## src/rtl/mult_pkg.sv

```systemverilog
// Shared types and constants for the sequential 32x32 multiplier built
// from one pipelined 16x16 multiplier.
package mult_pkg;
  localparam int PP_W   = 16;
  localparam int OP_W   = 32;
  localparam int PROD_W = 64;

  typedef enum logic [1:0] {S_IDLE, S_ISSUE, S_DRAIN, S_DONE} state_t;
  typedef enum logic [1:0] {SH_0, SH_16, SH_32} shift_t;

  // Issue order: k0 aL*bL, k1 aL*bH, k2 aH*bL, k3 aH*bH.
  function automatic shift_t shift_of(input logic [1:0] k);
    case (k)
      2'd0:    return SH_0;
      2'd3:    return SH_32;
      default: return SH_16;
    endcase
  endfunction

  function automatic logic [PROD_W-1:0] align_pp(input logic [2*PP_W-1:0] p,
                                                 input shift_t sh);
    case (sh)
      SH_0:    return {32'b0, p};
      SH_16:   return {16'b0, p, 16'b0};
      SH_32:   return {p, 32'b0};
      default: return '0;
    endcase
  endfunction
endpackage

```

## src/rtl/mul16_pipe.sv

```systemverilog
// 16x16 unsigned multiplier, MUL_LAT register stages, with a valid/tag
// sideband that travels alongside each product.
module mul16_pipe
  import mult_pkg::*;
#(
  parameter int MUL_LAT = 1
) (
  input  logic              clk,
  input  logic              rst_n,
  input  logic              in_vld,
  input  shift_t            in_tag,
  input  logic [PP_W-1:0]   a,
  input  logic [PP_W-1:0]   b,
  output logic              out_vld,
  output shift_t            out_tag,
  output logic [2*PP_W-1:0] p
);
  logic [MUL_LAT:1]               vld_pipe;
  shift_t                         tag_pipe [1:MUL_LAT];
  logic [MUL_LAT:1][2*PP_W-1:0]   p_pipe;

  always_ff @(posedge clk or negedge rst_n) begin
    if (!rst_n) begin
      vld_pipe <= '0;
      p_pipe   <= '0;
      for (int s = 1; s <= MUL_LAT; s++) tag_pipe[s] <= SH_0;
    end else begin
      vld_pipe[1] <= in_vld;
      tag_pipe[1] <= in_tag;
      p_pipe[1]   <= 32'(a) * 32'(b);
      for (int s = 2; s <= MUL_LAT; s++) begin
        vld_pipe[s] <= vld_pipe[s-1];
        tag_pipe[s] <= tag_pipe[s-1];
        p_pipe[s]   <= p_pipe[s-1];
      end
    end
  end

  assign out_vld = vld_pipe[MUL_LAT];
  assign out_tag = tag_pipe[MUL_LAT];
  assign p       = p_pipe[MUL_LAT];
endmodule

```

## src/rtl/mult32_seq_ctrl.sv

```systemverilog
// 32x32 unsigned multiply controller: issues four 16x16 partials into a
// shared pipelined multiplier and accumulates the tagged, shifted results.
module mult32_seq_ctrl
  import mult_pkg::*;
#(
  parameter int MUL_LAT = 1
) (
  input  logic              clk,
  input  logic              rst_n,
  input  logic              in_valid,
  output logic              in_ready,
  input  logic [OP_W-1:0]   op_a,
  input  logic [OP_W-1:0]   op_b,
  output logic              out_valid,
  input  logic              out_ready,
  output logic [PROD_W-1:0] product,
  output logic              busy
);
  state_t            state, state_nxt;
  logic [OP_W-1:0]   a_q, b_q;
  logic [1:0]        k_q;
  logic [PROD_W-1:0] acc_q, prod_q, acc_sum;
  logic [PP_W-1:0]   mul_a, mul_b;
  logic              accept, iss_vld, res_vld, res_last;
  shift_t            res_tag;
  logic [2*PP_W-1:0] res_p;

  assign accept   = in_valid && (state == S_IDLE);
  assign iss_vld  = (state == S_ISSUE);
  assign mul_a    = k_q[1] ? a_q[OP_W-1:PP_W] : a_q[PP_W-1:0];
  assign mul_b    = k_q[0] ? b_q[OP_W-1:PP_W] : b_q[PP_W-1:0];
  assign acc_sum  = acc_q + align_pp(res_p, res_tag);
  // Only k3 carries the 32-bit shift, so it marks the final partial.
  assign res_last = res_vld && (res_tag == SH_32);

  mul16_pipe #(.MUL_LAT(MUL_LAT)) u_mul (
    .clk     (clk),
    .rst_n   (rst_n),
    .in_vld  (iss_vld),
    .in_tag  (shift_of(k_q)),
    .a       (mul_a),
    .b       (mul_b),
    .out_vld (res_vld),
    .out_tag (res_tag),
    .p       (res_p)
  );

  always_ff @(posedge clk or negedge rst_n) begin
    if (!rst_n) state <= S_IDLE;
    else        state <= state_nxt;
  end

  always_comb begin
    state_nxt = state;
    in_ready  = 1'b0;
    out_valid = 1'b0;
    busy      = 1'b1;
    case (state)
      S_IDLE: begin
        in_ready = 1'b1;
        busy     = 1'b0;
        if (in_valid) state_nxt = S_ISSUE;
      end
      S_ISSUE: if (k_q == 2'd3) state_nxt = S_DRAIN;
      S_DRAIN: if (res_last) state_nxt = S_DONE;
      S_DONE: begin
        out_valid = 1'b1;
        if (out_ready) state_nxt = S_IDLE;
      end
      default: state_nxt = S_IDLE;
    endcase
  end

  always_ff @(posedge clk or negedge rst_n) begin
    if (!rst_n) begin
      a_q    <= '0;
      b_q    <= '0;
      k_q    <= '0;
      acc_q  <= '0;
      prod_q <= '0;
    end else begin
      if (accept) begin
        a_q   <= op_a;
        b_q   <= op_b;
        k_q   <= '0;
        acc_q <= '0;
      end else begin
        if (iss_vld) k_q <= k_q + 2'd1;
        if (res_vld) acc_q <= acc_sum;
      end
      // product is a separate register so it holds across the next accept.
      if (state == S_DRAIN && res_last) prod_q <= acc_sum;
    end
  end

  assign product = prod_q;
endmodule

```

## config.mk

```make
export PLATFORM = sky130hd
export DESIGN_NAME = mult32_seq_ctrl
export DESIGN_NICKNAME = d
export VERILOG_FILES = /design/src/rtl/mult_pkg.sv /design/src/rtl/mul16_pipe.sv /design/src/rtl/mult32_seq_ctrl.sv
export SDC_FILE = /design/constraint.sdc
export NUM_CORES = 1
export LEC_CHECK = 0
export ABC_AREA = 1
export BUFFER_PORTS_ARGS = -buffer_cell sky130_fd_sc_hd__buf_4
export CELL_PAD_IN_SITES_DETAIL_PLACEMENT = 1
export CELL_PAD_IN_SITES_GLOBAL_PLACEMENT = 1
export CORE_MARGIN = 10
export CORE_UTILIZATION = 42
export CTS_CLUSTER_SIZE = 20
export DETAILED_ROUTE_END_ITERATION = 8
export GPL_TIMING_DRIVEN = 0
export HOLD_SLACK_MARGIN = 0.15
export PLACE_DENSITY_LB_ADDON = 0.1
export RECOVER_POWER = 50
export SYNTH_ARGS = -nofsm -noshare
export SYNTH_HDL_FRONTEND = slang
export SYNTH_SLANG_ARGS = --single-unit
```

## constraint.sdc

```tcl
create_clock -name clk -period 5.78 [get_ports clk]
set_clock_uncertainty 0.1 [all_clocks]
set_input_delay 1.734 -clock clk [delete_from_list [all_inputs] [get_ports clk]]
set_output_delay 1.734 -clock clk [all_outputs]
set_load 0.005 [all_outputs]
```

==> flow_metrics.env <==
export IMPL_ys_seq_elements=231
export IMPL_synth_flop_cell="dfrtp_1"
export IMPL_initial_core_util_pct=42.4
export IMPL_endpoint_kind="register"
export IMPL_fin_cells=4356
export IMPL_clk_pin_slew_ns=0.06
export IMPL_rsz0062_at_grt="yes"
export IMPL_path_common_cell="fa_1"
export IMPL_finish_net_count=4022
export IMPL_routed_wirelength_um=91600
export IMPL_num_vias=22302
export IMPL_port_buffers=134
export IMPL_synthCells=3322
export IMPL_clockRootBuffer="clkbuf_16"
export IMPL_remaining_drc_errors=0
export IMPL_place_inst=4206
export IMPL_syn_avg_cell_area_um2=7.02
export IMPL_drt_initial_drc_count=1198
export IMPL_cts_buffers=29
export IMPL_grt_start_max_net_pins=120
export IMPL_slowest_delay_ns=0.57
export IMPL_startpoint_type="register"
export IMPL_cts_tree="built"
export IMPL_track_usage_pct=27.5
export IMPL_post_route_period_util_pct=104
export IMPL_htree_levels=1
export IMPL_gp_congestion=0.963
export IMPL_max_cap_violations=0
export IMPL_outcome="complete, but fails checks"
export IMPL_antenna_left=0
export IMPL_wire_per_inst_um=21.0
export IMPL_fin_util_pct=51.6
export IMPL_numClockSinks=231
export IMPL_clockBufferDepth=3
export IMPL_crit_chain="buf_6, inv_4, clkbuf_8, or2_2, o21ai_4, inv_4, nand2_2, fa_1, fa_1, inv_1, fa_2, fa_1, fa_1, inv_1, fa_1, inv_1, ha_4, nand2_1, nor2_2, inv_1, nor2_1, nand2_1, o211ai_1, xor2_1"
export IMPL_critical_path_class="reg2reg"
export IMPL_drv_slew=0
export IMPL_area_delta_synth_final_pct=21.7
export IMPL_die_x_um=256
export IMPL_pin_count=135
export IMPL_crit_arrival_ns=6.47
export IMPL_num_antenna_cells=0
export IMPL_whs_ns=0.377
export IMPL_final_setup_viol_count=16
export IMPL_dp_hpwl_um=73700
export IMPL_hold_viol=0
export IMPL_fin_setup_tns_ns=-2.02
export IMPL_dieArea_um2=65300
export IMPL_layout_setup_ws_ns=-0.254
export IMPL_synth_distinct_cells=40
export IMPL_core_area_um2=55000
export IMPL_die_h_um=256
export IMPL_cp_slowest_cell="fa_2"
export IMPL_clk_latency_ns=0.61
export IMPL_layout_min_cycle_time_ns=6.03
export IMPL_async_flop_share_pct=100
export IMPL_yosys_warnings=0
export IMPL_mappedNetlistArea_um2=23300
export IMPL_antenna_found_initial=0
export IMPL_grt_pass1_vias=24656
export IMPL_achievable_frequency_mhz=166
export IMPL_synth_fp_nets=3757
export IMPL_drive_gt1_share_pct=15.0
export IMPL_grt_pass1_wl_um=141000
export IMPL_path_max_fanout=9
export IMPL_maxSlewHeadroom_pct=3.13
export IMPL_violations="negative setup slack"
export IMPL_fp_row_count=86
export IMPL_required_ns=6.21
export IMPL_worst_pin_slew_ns=1.45
export IMPL_min_path_type="reg2reg"
export IMPL_viasPerCell=5.12
export IMPL_overflow=0
export IMPL_firstDrtPassIters=5
export IMPL_ys_seq_area_share_pct=24.8
export IMPL_synth_edf_count=0
-- cells by family after synthesis --
family,after synthesis,share of synthesized area (%)
simple gates,1708,29.6
compound gates,238,5.67
xor+xnor,60,2.25
flops,231,24.8
buf+inv,718,11.7
fa+ha+maj,367,26.0
-- flip-flops by register name, summed over array words and instances (netlist names) --
name,count
state,2
a_q,32
acc_q,64
product,64
b_q,32
k_q,2
u_mul.out_tag,2
u_mul.p,32
u_mul.out_vld,1
-- through the flow --
stage | area, um2 | worst slack (ns)
floorplan | 23300 | -0.0174
global placement | 25300 | -1.79
detailed placement | 25300 | -1.83
CTS | 27800 | -0.141
global route | 28400 | -0.421
finish | 28400 | -0.254
-- cells in the final DEF (no fill, tap or decap), drive strengths merged --
master    count
a211oi        1
a21boi        3
a21o          2
a21oi        80
a22o          1
a31oi         2
and2          1
buf         261
bufinv        1
clkbuf       86
clkinv        8
clkinvlp      1
dfrtp       231
fa          195
ha          172
inv         647
nand2      1198
nand3       133
nand3b        8
nand4        17
nor2        303
nor3         26
nor4          2
o211ai        3
o21ai       109
o21bai        3
o22ai        33
o311ai        1
or2          20
xnor2        26
xor2         34
-- area by class of cell --
type,count,area [um2]
fill,6919,26600
multi-input combinational,2373,15800
sequential,231,5780
inverter,647,2470
timing repair buffer,235,1980
tap,748,936
clock buffer,42,835
buffer,70,498
clock inverter,10,100
-- per-layer routing --
metal / vias up / routed length (um) / GRT usage [%]
li1: 10529 / - / -
met1: 11098 / 37000 / 31.9
met2: 472 / 46000 / 49.6
met3: 203 / 3310 / 3.17
met4: 0 / 5270 / 13.3
met5: - / 0 / 0
-- critical path: cells and delay by family (launching register included) --
| family | cells | cell delay (ns) |
|---|---|---|
| simple gates | 6 | 0.90 |
| fa+ha+maj | 7 | 3.23 |
| flops | 1 | 0.40 |
| buf+inv | 8 | 0.72 |
| xor+xnor | 1 | 0.17 |
| compound gates | 2 | 0.44 |
-- worst paths after layout --
kind                                    startpoint  slack [ns]  cells past startpoint                 endpoint
setup / recovery                k_q[1]$_DFFE_PN0P_       -0.25                     24    u_mul.p[26]$_DFF_PN0_
hold reg to reg            product[29]$_DFFE_PN0P_        0.38                      2  product[29]$_DFFE_PN0P_
min in group asynchronous                    rst_n        0.95                      1  product[13]$_DFFE_PN0P_
setup reg to reg                k_q[1]$_DFFE_PN0P_       -0.25                     24    u_mul.p[26]$_DFF_PN0_
hold / removal             product[29]$_DFFE_PN0P_        0.38                      2  product[29]$_DFFE_PN0P_
max in group asynchronous                    rst_n        3.62                      2       k_q[0]$_DFFE_PN0P_
-- timing repair --
action / in CTS / in global routing
endpoints found under the setup margin: 24 / 22
endpoints found under the hold margin: 0 / 0
resized for setup: 239 / 96
cloned: 1 / 1
hold buffers: 0 / 0
pin swaps: 60 / 45
setup buffers: 72 / 25
-- synth_stat cells (4+ instances only) --
cell type / count / area share (%)
nand2_2: 16 / 0.43
nand4_1: 17 / 0.46
nand3b_1: 8 / 0.26
nor3_2: 4 / 0.17
nand2_1: 1182 / 19
ha_1: 172 / 9.2
o21ai_2: 12 / 0.45
nor2_2: 14 / 0.38
o22ai_1: 33 / 0.89
a21oi_1: 80 / 1.7
inv_2: 9 / 0.14
o21ai_1: 10 / 0.21
inv_1: 635 / 10
clkbuf_1: 50 / 0.81
o21ai_0: 87 / 1.9
nor3_1: 20 / 0.43
xnor2_1: 26 / 0.98
dfrtp_1: 231 / 25
nand3_2: 6 / 0.26
buf_2: 17 / 0.37
nand3_1: 127 / 2.7
or2_2: 20 / 0.54
xor2_1: 34 / 1.3
fa_1: 195 / 17
nor2_1: 289 / 4.7
Power is not shown: default switching activity piles up to over one toggle a cycle in this logic, so the estimate is an artifact.
